===== src/rtl/mux4_pkg.sv =====
// Shared encodings and defaults for the registered 4:1 multiplexer.
// Users of mux4_registered may enable the parity output with MUX4_REGISTERED_PARITY_EN.
package mux4_pkg;

  localparam logic [1:0] SEL_IN1 = 2'b00;
  localparam logic [1:0] SEL_IN2 = 2'b01;
  localparam logic [1:0] SEL_IN3 = 2'b10;
  localparam logic [1:0] SEL_IN4 = 2'b11;

  localparam int MUX4_DEFAULT_WIDTH = 8;

endpackage : mux4_pkg


===== src/rtl/mux4_comb.sv =====
// Combinational 4:1 selector.
// An undecodable sel (X/Z in simulation) yields all-zeros rather than propagating X.
module mux4_comb
  import mux4_pkg::*;
#(
  parameter int WIDTH = MUX4_DEFAULT_WIDTH
) (
  input  logic [1:0]       sel,
  input  logic [WIDTH-1:0] in1,
  input  logic [WIDTH-1:0] in2,
  input  logic [WIDTH-1:0] in3,
  input  logic [WIDTH-1:0] in4,
  output logic [WIDTH-1:0] y
);

  always_comb begin
    y = '0;
    case (sel)
      SEL_IN1: y = in1;
      SEL_IN2: y = in2;
      SEL_IN3: y = in3;
      SEL_IN4: y = in4;
      default: y = '0;
    endcase
  end

endmodule : mux4_comb


===== src/rtl/mux4_registered.sv =====
// 4:1 multiplexer with a registered output and asynchronous active-high reset.
// Define MUX4_REGISTERED_PARITY_EN to add out_par, the registered XOR-reduction of the selection.
module mux4_registered
  import mux4_pkg::*;
#(
  parameter int WIDTH = MUX4_DEFAULT_WIDTH
) (
  input  logic             clk,
  input  logic             rst,
  input  logic [1:0]       sel,
  input  logic [WIDTH-1:0] in1,
  input  logic [WIDTH-1:0] in2,
  input  logic [WIDTH-1:0] in3,
  input  logic [WIDTH-1:0] in4,
  output logic [WIDTH-1:0] out
`ifdef MUX4_REGISTERED_PARITY_EN
  ,
  output logic             out_par
`endif
);

  logic [WIDTH-1:0] y_p0;

  mux4_comb #(
    .WIDTH(WIDTH)
  ) u_comb (
    .sel(sel),
    .in1(in1),
    .in2(in2),
    .in3(in3),
    .in4(in4),
    .y  (y_p0)
  );

  // p0 -> p1: output register; reset clears it without waiting for a clock edge
  always_ff @(posedge clk or posedge rst) begin
    if (rst) begin
      out <= '0;
    end else begin
      out <= y_p0;
    end
  end

`ifdef MUX4_REGISTERED_PARITY_EN
  always_ff @(posedge clk or posedge rst) begin
    if (rst) begin
      out_par <= 1'b0;
    end else begin
      out_par <= ^y_p0;
    end
  end
`endif

endmodule : mux4_registered


===== config.mk =====
export PLATFORM = sky130hd
export DESIGN_NAME = mux4_registered
export DESIGN_NICKNAME = d
export VERILOG_FILES = /design/src/rtl/mux4_pkg.sv /design/src/rtl/mux4_comb.sv /design/src/rtl/mux4_registered.sv
export SDC_FILE = /design/constraint.sdc
export NUM_CORES = 1
export LEC_CHECK = 0
export ABC_AREA = 0
export BUFFER_PORTS_ARGS = -buffer_cell sky130_fd_sc_hd__buf_2
export CAP_MARGIN = 20
export CORE_UTILIZATION = 29
export DETAILED_ROUTE_END_ITERATION = 10
export MAX_ROUTING_LAYER = met4
export PLACE_DENSITY = 0.73
export SLEW_MARGIN = 20
export SYNTH_ARGS = -nofsm -noshare
export SYNTH_HDL_FRONTEND = slang
export SYNTH_SLANG_ARGS = --single-unit

===== constraint.sdc =====
create_clock -name clk -period 0.8 [get_ports clk]
set_clock_uncertainty 0.2 [all_clocks]
set_input_delay 0.12 -clock clk [delete_from_list [all_inputs] [get_ports clk]]
set_output_delay 0.12 -clock clk [all_outputs]
set_load 0.05 [all_outputs]

After elaboration in Yosys (flattened, before gate mapping)
Index checks and enable logic that the tools add are counted.
{"block": "totals", "ff_bits": 8, "out_inout_bits": 8, "word_cells": 6}
{"block": "op_classes", "eq_ne": 3, "muxes": 1, "reduce_logical": 1}
{"op": "$pmux W8 S4", "count": 1}
{"op": "$eq A2 B2 Y1 const B", "count": 2}
{"op": "$eq A2 B1 Y1 const B", "count": 1}
{"op": "$logic_not A2 Y1", "count": 1}

Depth between registers and ports, before layout
{"block": "depth", "word_depth": 2, "ltp_mapped": 2, "ltp_nobuf": 1}

By module
From an unflattened synthesis, not the netlist that was laid out.
{"block": "unflattened", "hier_cells": 19, "area_unflattened_um2": 400.4}
{"mod": "mux4_registered", "instances": 1, "cells_per_inst": 9, "area_each_um2": 203.9, "seq_area_each_um2": 200.2}
{"mod": "mux4_comb", "instances": 1, "cells_per_inst": 10, "area_each_um2": 196.4, "seq_area_each_um2": 0.0}

Worst setup path after synthesis
Ideal clock, no wire load.
{"block": "synth_timing", "path_type": "input to register", "startpoint": "input sel[0]", "endpoint": "register out[0]", "setup_ns": 0.139, "arrival_time_ns": 0.733, "setup_slack_ns": -0.272, "path_stages": 2, "path_buffers": 1, "cell_sequence": "buf_6 > mux4_2"}
{"block": "synth_via", "elab_chain_cells": 2}
{"element": "start, declared", "line": "mux4_registered.sv:10", "text": "input logic [1:0] sel,"}
{"element": "$eq A2 B2 Y1 (tied with other cells)", "line": "mux4_comb.sv:18", "text": "case (sel)"}
{"element": "$pmux W8 S4 *", "line": "mux4_comb.sv:18"}
{"element": "via u_comb.y[0]", "line": "mux4_comb.sv:13", "text": "output logic [WIDTH-1:0] y"}
{"element": "end signal, assigned", "line": "mux4_registered.sv:40", "text": "out <= y_p0;"}
{"element": "end, declared", "line": "mux4_registered.sv:15", "text": "output logic [WIDTH-1:0] out"}
The timed path passes the listed nets; every way through them passes the cells marked *.

Final worst setup path
{"block": "layout_timing", "startpoint": "register out[0]", "endpoint": "output out[0]"}
No word-level cell between the ends.

==> key figures <==
Run status
  • Failing checks: hold timing, setup timing
  • Status: complete, but fails checks

STA
  • Final Hold Violating Endpoints: 4
  • Max transition margin: 0.887
  • Worst-margin pin slew: 169 ps
  • RSZ-0062 raised after global routing: yes
  • Final setup margin: -282 ps
  • FMAX: 0.924 GHz
  • Final period util: 1.35
  • Slew Viols, Final: 0
  • Min Hold Slack: -11.5 ps
  • Tmin final: 1080 ps
  • Final setup fails: 13

Drt
  • Vias: 353
  • Residual DRC: 0
  • Via density: 4.47
  • Drt wl/cell: 11.2 um
  • First-pass detailed-route iteration total: 2
  • Routed WL: between 800 and 900 um
  • Final antenna-violating net count: 0
  • Iter 0 DRT Violations: 3

Die
  • Core Region: between 1000 and 1500 sq um
  • Die Span Y: just under 40 um
  • Top Ports: 44
  • Row cnt: 13
  • Starting Density: 0.312
  • Die area: 1530 sq um
  • DIE WIDTH: 39.2 um

Synthesis
  • Synth Register Bits: 8
  • Syn Area/Cell: 21.1 sq um
  • Mapped Area: 400 sq um
  • Top-area cell type share of the netlist area: 0.500
  • Mapped Nets: 55
  • Count of unique library cells instantiated by Yosys: 5
  • Ys Warns: 0
  • Syn Inst Count: 19
  • Largest cells by area after synthesis: dfrtp_1 50%, mux4_2 45%, buf_6 2.8%
  • Register area share after synthesis: 0.500
  • Area leader, netlist: dfrtp_1

GRT
  • Gr usage total: 0.147
  • First-pass GRT wire length: 1.35 mm
  • Pin count of the biggest net entering global routing: 9
  • Vias in the first global route: 350
  • Antenna violations before repair: 0
  • GRT overflow: 0

Setup path
  • Slowest Stage Delay on Critical Path: roughly 370 ps
  • CP Data Required Time: 480 ps
  • Top delay family on crit path: flip-flops
  • Worst Path Buf+Inv: 1
  • Slowest cell on the critical path: dfrtp_1
  • Critical Path AT: 760 ps
  • WS Path Type: reg -> out
  • CP Max Fanout: 1
  • Critical Path End Type: output pin
  • Crit path launch type: flop
  • WP depth: 1
  • CP Cell Sequence: buf_6

Finish
  • Largest registers: out: 8 flops
  • Finished Layout Cells: 79
  • Diodes inserted: 0
  • Final instance area: 719 sq um
  • Share of cells above drive strength 1: 0.859
  • Most flop-heavy register: out
  • Most frequent cells in the layout: 34 x buf_2, 8 x mux4_2, 8 x dfrtp_1, 8 x buf_6, 3 x clkbuf_4
  • P&R area growth vs syn: 79.7%
  • Post-Route Utilization: 0.560
  • Final #Nets: 102
  • Fillers: about 110
  • Max FFs per register: 8
  • Commonest non-fill, non-tap cell in the layout: buf_2

Placement
  • Post-Place Cells: 75
  • Dpl cell area: 618 sq um
  • Final GP Congestion: roughly 0.63
  • IO Port Bufs: 43
  • Setup WS pre-CTS: -462 ps

Clocking
  • Clock-pin slew on the worst setup and hold paths: roughly 50 ps
  • CTS Buf Count: 3
  • Hold_buf cts: 1
  • Post-CTS setup buffer count: 0
  • CTS tree: done
  • H-tree Lvls: 1
  • CTS max path bufs: 2
  • CTS Root Cell: clkbuf_4
  • Clock sink total: 8

Hold path
  • Hold/Removal Path Class: in -> reg
  • Hold Crit Depth: 2

Pwr
  • Pwr dens: 1650 nW/um^2
  • Pleak: 0.354 nW
  • VDD IR max: 0.508 mV

Run
  • Max cap viols: 0
[cell usage after synthesis]
cell type	instances
inv_1	1
mux4_2	8
buf_6	1
dfrtp_1	8
clkbuf_2	1
[final timing paths]
path                          end  slack, ps   start
worst max-delay path       out[0]       -280  out[0]
min in group asynchronous  out[3]        130     rst
max in group asynchronous  out[7]        120     rst
worst min-delay path       out[4]        -10  in1[4]
[power breakdown]
group	switching [W]	internal (W)
logic	0.000222	0.000213
clock network	0.000116	0.000170
registers	0.0000173	0.000447
[layer usage]
| metal | part of all wire | track usage | routed length (um) | vias up |
|---|---|---|---|---|
| met5 | 0 | - | 0 | - |
| met4 | 0.030 | 0.198 | 27 | 0 |
| met3 | 0.053 | 0.00578 | 47 | 2 |
| met2 | 0.57 | 0.238 | 507 | 20 |
| met1 | 0.34 | 0.135 | 303 | 163 |
| li1 | - | - | - | 168 |
[what timing repair did]
item,CTS,global route
hold endpoints to repair,15,6
endpoints found under the setup margin,16,21
gates resized for setup,20,1
gates cloned,0,0
[logic make-up after synthesis]
logic type / count (synthesis) / synth area share
multiplexers: 8 / 0.450
flip-flops: 8 / 0.500
buffers and inverters: 3 / 0.0500
[metrics by stage]
step | total power (W) | setup TNS [ps]
6_report | 0.00119 | -2290
5_1_grt | 0.00126 | -2540
3_3_place_gp | 0.000829 | -4050
4_1_cts | 0.00120 | -2360
3_5_place_dp | 0.000834 | -4110
2_1_floorplan | 0.000716 | -2770
[area by class of cell]
| cell class | count | area [sq um] | share of cell area |
|---|---|---|---|
| clock buffers | 3 | 22.5 | 0.0313 |
| inverters | 1 | 7.51 | 0.0104 |
| multi-input cells | 8 | 180 | 0.250 |
| flip-flops and latches | 8 | 200 | 0.278 |
| well taps | 15 | 18.8 | 0.0261 |
| repair buffers | 44 | 290 | 0.403 |
(Power assumes the default switching activity.)
